`config.mk`:
```
export PLATFORM = sky130hd
export DESIGN_NAME = mod_n_down_timer
export DESIGN_NICKNAME = d
export VERILOG_FILES = /design/src/rtl/mod_n_down_timer.sv
export SDC_FILE = /design/constraint.sdc
export NUM_CORES = 1
export LEC_CHECK = 0
export CORE_ASPECT_RATIO = 0.7
export CORE_MARGIN = 1
export CORE_UTILIZATION = 51
export DETAILED_ROUTE_END_ITERATION = 10
export PLACE_DENSITY = 0.82
export SLEW_MARGIN = 20
export SYNTH_ARGS = -nofsm -noshare
export SYNTH_HDL_FRONTEND = slang
export SYNTH_SLANG_ARGS = --single-unit
```
`constraint.sdc`:
```
create_clock -name clk -period 5.4 [get_ports clk]
set_input_delay 0.54 -clock clk [delete_from_list [all_inputs] [get_ports clk]]
set_output_delay 0.54 -clock clk [all_outputs]
set_load 0.005 [all_outputs]
```
`src/rtl/mod_n_down_timer.sv`:
```
// Loadable mod-n down-counting timer with terminal-count pulse, one-shot or periodic reload.
// Optional feature macro: TIMER_PRESCALER_EN (internal tick every PRESCALE cycles instead of the tick port).
module mod_n_down_timer #(
   parameter int n        = 7,
   parameter int PRESCALE = 4
) (
   input  logic         clk,
   input  logic         reset,
   input  logic         clear,
   input  logic         load,
   input  logic [n-1:0] load_data,
   input  logic         start,
   input  logic         stop,
   input  logic         tick,
   input  logic         auto_reload,
   output logic [n-1:0] count,
   output logic         busy,
   output logic         done,
   output logic         expired
);

   typedef enum logic [1:0] {
      ST_IDLE    = 2'd0,
      ST_RUN     = 2'd1,
      ST_PAUSED  = 2'd2,
      ST_EXPIRED = 2'd3
   } state_t;

   localparam logic [n-1:0] CNT_ONE = 1;

   state_t         state_q, state_d;
   logic [n-1:0]   count_q, count_d;
   logic [n-1:0]   reload_q, reload_d;
   logic           done_q, done_d;
   logic           busy_q, expired_q;
   logic           tick_int;

   generate
      if (PRESCALE < 2 || PRESCALE > 255) begin : g_bad_prescale
         $error("mod_n_down_timer: PRESCALE must be in 2..255");
      end
   endgenerate

`ifdef TIMER_PRESCALER_EN
   localparam logic [7:0] PRE_LAST = 8'(PRESCALE - 1);

   logic [7:0] pre_q, pre_d;

   assign tick_int = (state_q == ST_RUN) && (pre_q == PRE_LAST);

   // Restart the phase on any control event so a fresh run always waits a full PRESCALE.
   always_comb begin
      pre_d = pre_q + 8'd1;
      if (clear || load || start || (state_d != ST_RUN) || (pre_q == PRE_LAST)) begin
         pre_d = '0;
      end
   end

   always_ff @(posedge clk) begin
      if (reset) begin
         pre_q <= '0;
      end else begin
         pre_q <= pre_d;
      end
   end
`else
   assign tick_int = tick;
`endif

   always_comb begin
      state_d  = state_q;
      count_d  = count_q;
      reload_d = reload_q;
      done_d   = 1'b0;
      if (clear) begin
         count_d = '0;
         state_d = ST_IDLE;
      end else if (load) begin
         reload_d = load_data;
         count_d  = load_data;
         if (state_q == ST_EXPIRED) begin
            state_d = ST_IDLE;
         end
      end else if (stop) begin
         if (state_q == ST_RUN) begin
            state_d = ST_PAUSED;
         end
      end else if (start) begin
         if (state_q != ST_RUN) begin
            state_d = ST_RUN;
            if (state_q == ST_EXPIRED) begin
               count_d = reload_q;
            end
         end
      end else if (tick_int && (state_q == ST_RUN)) begin
         if (count_q != '0) begin
            count_d = count_q - CNT_ONE;
         end else begin
            done_d = 1'b1;
            if (auto_reload) begin
               count_d = reload_q;
            end else begin
               state_d = ST_EXPIRED;
            end
         end
      end
   end

   always_ff @(posedge clk) begin
      if (reset) begin
         state_q   <= ST_IDLE;
         count_q   <= '0;
         reload_q  <= '0;
         done_q    <= 1'b0;
         busy_q    <= 1'b0;
         expired_q <= 1'b0;
      end else begin
         state_q   <= state_d;
         count_q   <= count_d;
         reload_q  <= reload_d;
         done_q    <= done_d;
         busy_q    <= (state_d == ST_RUN);
         expired_q <= (state_d == ST_EXPIRED);
      end
   end

   assign count   = count_q;
   assign busy    = busy_q;
   assign done    = done_q;
   assign expired = expired_q;

endmodule

```
## Word-level counts from Yosys, hierarchy flattened

Cells that the tools add are included.

- Bits in registers: 19
- Latch bits: 0
- RAM bits: 0
- Bits in read-only memories: 0
- Bits of input ports: 15
- Output and inout port bits: 10
- Word-level logic and storage cells: 44
- Memories kept: 0

- Add/sub/neg operators: 1
- $mul: 0
- Divide/modulo/power cells: 0
- Magnitude comparators: 0
- Equality and inequality tests: 8
- Shift-type cells: 0
- Muxes and demuxes: 19
- Bitwise operators: 2
- Reduce and logical (&&, ||, !) cells: 8

Operator list:

| cell | number |
|---|---|
| $mux W7 | 8 |
| $mux W2 | 10 |
| $reduce_bool A7 Y1 | 1 |
| $sub A7 B1 Y7 const B | 1 |
| $ne A3 B2 Y1 const B | 2 |
| $reduce_or A6 Y1 | 1 |
| $reduce_and A5 Y1 | 1 |
| $eq A2 B1 Y1 const B | 2 |
| $eq A2 B2 Y1 const B | 2 |
| $reduce_bool A4 Y1 | 1 |
| $reduce_bool A3 Y1 | 1 |
| $ne A2 B1 Y1 const B | 1 |
| $ne A2 B2 Y1 const B | 1 |
| $not A1 Y1 | 2 |
| $reduce_and A2 Y1 | 1 |
| $reduce_or A2 Y1 | 1 |
| $logic_and A1 B1 Y1 | 1 |
| $mux W1 | 1 |

## Depth between registers and ports, before layout

Gate-level depths: netlist of the first run.

- Depth in word-level cells: 8
- Gate-level depth with buffers: 7
- Depth with buffers taken out: 7

## Worst setup path before layout of the first run

OpenSTA, ideal clock, no wires.

- Path kind: reg-to-reg
- Start point: register count_q[0] (netlist: count[0])
- End point: register count_q[2] (netlist: count[2])
- Library setup time: 0.122 ns
- Arrival: 1.632 ns
- Data required time: 5.278 ns
- Setup slack: 3.646 ns
- Stages on the path, launching flop included: 8
- Buffers on the path: 0
- Period minus slack after synthesis: 1.754 ns
- Cell sequence: dfxtp_1 inv_1 ha_1 nor3b_1 a211oi_4 o21ai_4 a211oi_1 a221o_1

- Word-level cells in the longest chain between the ends: 6
- Elaborated cells between the ends (all ways): 9
- Those cells by class: 1 x add/sub; 5 x mux; 3 x reduce/logical

Ends and longest elaborated chain:

| what | line | RTL |
|---|---|---|
| start, declared | 32 | `logic [n-1:0] count_q, count_d;` |
| start signal, assigned | 119 | `count_q <= count_d;` |
| $sub A7 B1 Y7 / $reduce_bool A7 Y1 (equally long branches) | 97, 96 |  |
| $mux W7 | 96 | `if (count_q != '0) begin` |
| $mux W7 | 95 | `end else if (tick_int && (state_q == ST_RUN)) begin` |
| $mux W7 | 88 | `end else if (start) begin` |
| $mux W7 | 84 | `end else if (stop) begin` |
| $mux W7 | 78 | `end else if (load) begin` |

Parallel ways exist; a longest one is shown, timed or not. The select of a mux whose other input is x is not followed.
A chain may end at the register's enable or synchronous reset.

## Final worst setup path of the first run

- Start point: input start
- End point: register count_q[3] (netlist: count[3])

- Word-level cells in the longest chain between the ends: 3
- Elaborated cells between the ends (all ways): 8
- Those cells by class: 2 x eq/ne; 3 x mux; 3 x reduce/logical

Ends and longest elaborated chain:

| what | line | RTL |
|---|---|---|
| start, declared | 12 | `input logic start,` |
| $mux W7 | 88 |  |
| $mux W7 | 84 |  |
| $mux W7 | 78 |  |

Parallel ways exist; a longest one is shown, timed or not. The select of a mux whose other input is x is not followed.

==> run summary, run 1 <==
RSZ-0062 raised after global routing - no
post-synthesis cell type count - 33
reg-to-reg setup timing slack - 3340 ps
Routed WL - 2.37 mm
reg-to-reg endpoint - count[3]
Primary FF master, synth - dfxtp_1
fraction of layout cells with a size suffix above 1 - 7.64%
Area growth syn-to-layout - 27.8%
Post-CTS Repair Setup Buffers - 0
Post-Syn Instances - 120
Synth top area share - 37.8%
Layout Nets - 162
Clock Pin Slew Worst Setup and Hold Paths - 110 ps
relative slew slack - 57.5%
Chip Width - 55.1 um
Reg2Reg Depth - 7
slew at the pin closest to its max-slew limit - 633 ps
worst skew pair latency - 310 ps
core area - 1850 sq um
via/cell ratio - 5.61
hold_sp - reload_q[1]
Hold Path Depth - 2
# port buffers - 24
Worst Skew - 7.35 ps
Fmax - 454 MHz
Post-Route Setup TNS - 0 ps
CTS tree - built
total grt overflow - 0
root buf cell - clkbuf_4
hold crit path type - reg -> reg
Hold Path Sink - reload_q[1]
die area - 2160 sq um
Leak Pwr - 0.425 nW
status - finished clean
Hold Fails Final Rpt - 0
H-tree depth - 1
routed vias - 931
Seq/Total Area, Yosys - 37.8%
Synth Net Count - 137
worst vdd ir - 0.163 mV
drt pass-1 iters - 4
Final Wtd Congestion - 0.858
Post-synth ARST share - 0%
Critical Setup Path Class - in -> reg
vias in the first global route - 692
post-DP HPWL - 1.76 mm
Max-Cap Viols - 0
Final min period - 2200 ps
drt drc - 0
pin count of the biggest net entering global routing - 12
CP required - 5600 ps
worst hold slack - 462 ps
Rows - 13
CTS Buffer Depth - 2
setup violators final - 0
DR iter-0 viols - 30
cell area after synthesis - 1010 sq um
die span in y - 39.2 um
Synth area leaders - dfxtp_1 (38%), nand2_1 (7.1%), a21oi_1 (5.5%)
total CTS buffers - 3
Synth Register Bits - 19
period utilisation layout - 40.8%
RR Startpoint - count[0]
Post-Syn Area per Cell - 8.39 sq um
IO Pins - 25
crit end category - flip-flop
total track usage - 24.9%
Antenna diodes - 0
initial antenna violation count - 0
final-report max-slew violation count - 0
Initial Util - 54.3%
WL/cell - 14.3 um
Antenna Nets Post-Route - 0
Post-synth EDFFs - 0
Clock Sinks - 19
CP Data Arrival Time - 2410 ps
first-pass GRT wire length - 3.55 mm
# hold bufs at CTS - 0
Critical Path Fanout Max - 11
post-synth top area cell - dfxtp_1
startpoint types - primary input
pwr dens - 214 nW/um^2
Ys Warns - 0
Post-CTS Resized - 0
final core occ - 69.4%
top cells by count, synth - dfxtp_1 (19), nand2_1 (19), nor2_1 (13), a21oi_1 (11)
## final cells by class
class | instances | area, sq um
multi-input cells | 93 | 597
fillers | 152 | 567
flip-flops and latches | 19 | 380
repair buffers | 24 | 240
well taps | 22 | 27.5
clock buffers | 3 | 22.5
inverters | 4 | 15.0
clock inverters | 1 | 5.00
## report_power, final
group	internal (W)	leakage, nW	total, W	switching, W
Combinational	0.0000259	0.253	0.0000519	0.0000259
Clock	0.0000277	0.0177	0.0000745	0.0000468
Sequential	0.000145	0.155	0.000149	0.00000460
## metrics by stage
| step | instances | area (sq um) | setup slack [ps] | power [W] |
|---|---|---|---|---|
| 2_1_floorplan | 120 | 1010 | 3650 | 0.000181 |
| 3_3_place_gp | 162 | 1260 | 2940 | 0.000203 |
| 3_5_place_dp | 162 | 1260 | 2890 | 0.000204 |
| 4_1_cts | 166 | 1290 | 3200 | 0.000278 |
| 5_1_grt | 166 | 1290 | 3130 | 0.000287 |
| 6_report | 166 | 1290 | 3200 | 0.000276 |
## cells in the final DEF, fill, tap and decap left out, drive strengths merged
master,Yosys,routed
clkinv,0,1
mux2i,1,1
a21oi,12,12
nor4,1,1
nand2,19,19
xnor2,3,3
nand4bb,1,1
o21ai,7,7
a22oi,3,3
nor3b,4,4
nor2,13,13
inv,4,4
or2,1,1
nand3b,1,1
o22ai,1,1
nand2b,1,1
dfxtp,19,19
and4,1,1
ha,2,2
a32oi,1,1
o211ai,1,1
a31oi,2,2
a221o,4,4
and2,1,1
nor2b,3,3
nor3,4,4
a211oi,5,5
clkdlybuf4s50,0,24
o32ai,1,1
clkbuf,4,3
## how the worst max path moves through the flow
stage / endpoint / startpoint / depth (start not counted)
2_1_floorplan: count[2] / count[0] / 7
3_3_place_gp: count[1] / start / 5
3_5_place_dp: count[3] / start / 5
4_1_cts: count[3] / start / 5
5_1_grt: count[5] / start / 6
6_report: count[3] / start / 5
## logic make-up (layout without fill, tap and decap cells)
kind of cell,count (synthesis),in the layout,synth area share [%]
xor+xnor,3,3,2.61
simple gates,50,50,26.7
compound gates,37,37,26.5
mux,1,1,0.994
flops,19,19,37.8
fa+ha+maj,2,2,2.48
buf+inv,8,32,2.98
## worst max-delay path: stages
cell and delay (ps):
clkdlybuf4s50_1 780, nand2_1 100, nor3_1 500, nor3b_4 150, a221o_1 330
## flip-flops by register name, summed over array words and instances, names as in the netlist
signal,count
busy,1
count,7
done,1
state_q,2
expired,1
reload_q,7
## routing by layer
layer | GRT usage, % | up-vias | part of all wire (%)
met3 | 7.06 | 4 | 5.5
met2 | 33.7 | 28 | 42
met1 | 36.7 | 420 | 51
met4 | 7.50 | 0 | 0.80
met5 | 0 | - | 0
li1 | - | 479 | -
Power figures use the tool's default switching activity.
==> inputs of run 2 (changes only) <==
- CORE_UTILIZATION: 51 -> 47
- PLACE_DENSITY: 0.82 -> 0.77
- clock period: 5.4 -> 2.03 ns (I/O delays scaled with it)
==> run 2 against run 1 <==
Against the previous run:
- wire length rose by 3.5%
- cell count increased by 4.8%
- the run now ends with design-rule violations left
- die area grew 8.1%
- power grew to 2.7 times the previous value
- highest routed layer unchanged
- sequential power grew to 2.7 times the previous value
- critical path type is now reg -> reg
- largest cell class unchanged
==> run summary, run 2 (synthesis results as in run 1) <==
worst vdd ir - 0.391 mV (+140%)
status - finished with violations
design area - 1350 sq um (+5.1%)
core area - 1940 sq um (+4.4%)
vias in the first global route - 800 (+16%)
via/cell ratio - 5.57 (-0.70%)
crit end category - flip-flop
CP Data Arrival Time - 2010 ps (-400 ps)
startpoint types - flip-flop
crit path cell chain - inv_1, ha_1, nor3b_2, a211oi_4, nor3b_4, a221o_1
total track usage - 24.0% (-0.83 points)
Rows - 13 (unchanged)
Clock Sinks - 19 (unchanged)
# hold bufs at CTS - 0 (unchanged)
buffer and inverter count on the worst path - 1 (unchanged)
fraction of layout cells with a size suffix above 1 - 13.2% (+5.5 points)
Clock Pin Slew Worst Setup and Hold Paths - 110 ps (about the same)
most common cell after layout, fill and taps aside - clkdlybuf4s50_1
most frequent cells in the layout - clkdlybuf4s50_1 (24), nand2_1 (19), dfxtp_1 (19)
total grt overflow - 0 (unchanged)
CTS Buffer Depth - 2 (unchanged)
Final min period - 1800 ps
setup violators final - 0 (unchanged)
IO Pins - 25 (unchanged)
total CTS buffers - 3 (unchanged)
worst skew pair latency - 300 ps (about the same)
Critical Path Fanout Max - 7 (-4)
area post-placement - 1320 sq um (+4.8%)
DR iter-0 viols - 33 (+10%)
initial antenna violation count - 0 (unchanged)
first-pass GRT wire length - 3.97 mm (+12%)
Critical Setup Path Class - reg -> reg
failing checks - design-rule violations
Worst Skew - 0.961 ps (-6.39 ps)
max incr delay on CP - 400 ps (-380 ps)
Post-Route Setup TNS - 0 ps (unchanged)
hold crit path type - reg -> reg
die span in y - 40.7 um (+4.0%)
RSZ-0062 raised after global routing - no
period utilisation layout - 88.8%
WL/cell - 14.1 um (-1.2%)
Layout Nets - 170 (+4.9%)
Max-Cap Viols - 0 (unchanged)
final-report max-slew violation count - 0 (unchanged)
routed vias - 969 (+4.1%)
die area - 2340 sq um (+8.1%)
CTS tree - built
Final Wtd Congestion - 0.841 (-2.1%)
drt drc - 4 (+4)
relative slew slack - 63.0% (+5.6 points)
CP required - 2230 ps (-3370 ps)
Chip Width - 57.3 um (+4.0%)
pwr dens - 548 nW/um^2 (+160%)
H-tree depth - 1 (unchanged)
Design Power - 0.000742 W (+170%)
final core occ - 69.9% (+0.44 points)
root buf cell - clkbuf_4
# port buffers - 24 (unchanged)
drt pass-1 iters - 7 (+3)
Fillers - 163 (+7.2%)
critical path's slowest cell - dfxtp_1
Fmax - 555 MHz
slew at the pin closest to its max-slew limit - 552 ps (-80.6 ps)
Area growth syn-to-layout - 34.3%
pin count of the biggest net entering global routing - 12 (unchanged)
Hold Fails Final Rpt - 0 (unchanged)
Top delay family on crit path - compound AO/OA/AOI/OAI gates
Initial Util - 52.0% (-2.3 points)
Antenna diodes - 0 (unchanged)
Leak Pwr - 0.467 nW (+9.8%)
Antenna Nets Post-Route - 0 (unchanged)
Routed WL - 2.45 mm (+3.5%)
post-DP HPWL - 1.87 mm (+5.9%)
==> run 2: tightest hold or removal path, cell delays in order (launching register included) <==
cell,delay (ps)
dfxtp_1,330
nand2_1,50
a21oi_1,50
==> run 2: per-stage QoR <==
| step | setup slack, ps | hold WS (ps) | std cells |
|---|---|---|---|
| floorplan | 276 | 299 | 120 |
| global placement | 143 | 443 | 170 |
| detailed placement | 114 | 446 | 170 |
| CTS | 84.7 | 461 | 174 |
| global route | 82.4 | 477 | 174 |
| finish | 228 | 461 | 174 |
==> run 2: timing repair <==
item | 4_1_cts | 5_1_grt
gates resized for setup | 0 | 1
setup buffers | 0 | 0
endpoints found under the setup margin | 0 | 8
==> run 2: final timing paths <==
kind,cells past startpoint,endpoint,slack (ps),start
min reg2reg,2,reload_q[4],460,reload_q[4]
max reg2reg,6,count[1],230,count[0]
max,6,count[1],230,count[0]
min,2,reload_q[4],460,reload_q[4]
==> run 2: layout make-up <==
class	count	area (sq um)	area share, %
Clock inverter	1	5.00	0.370
Inverter	4	15.0	1.11
Tap cell	22	27.5	2.04
Multi-Input combinational cell	93	602	44.5
Timing Repair Buffer	32	300	22.2
Sequential cell	19	380	28.1
Clock buffer	3	22.5	1.67
==> run 2: power by group <==
| group | internal (W) | switching, W |
|---|---|---|
| clock network | 0.0000736 | 0.000121 |
| registers | 0.000385 | 0.0000126 |
| logic | 0.0000791 | 0.0000705 |
| total | 0.000537 | 0.000205 |
==> run 2: per-layer routing <==
layer	up-vias	wire (um)	track usage, %
li1	496	-	-
met1	446	1250	34.3
met2	25	1040	35.9
met3	2	140	7.26
met4	0	21	4.88
met5	-	0	0
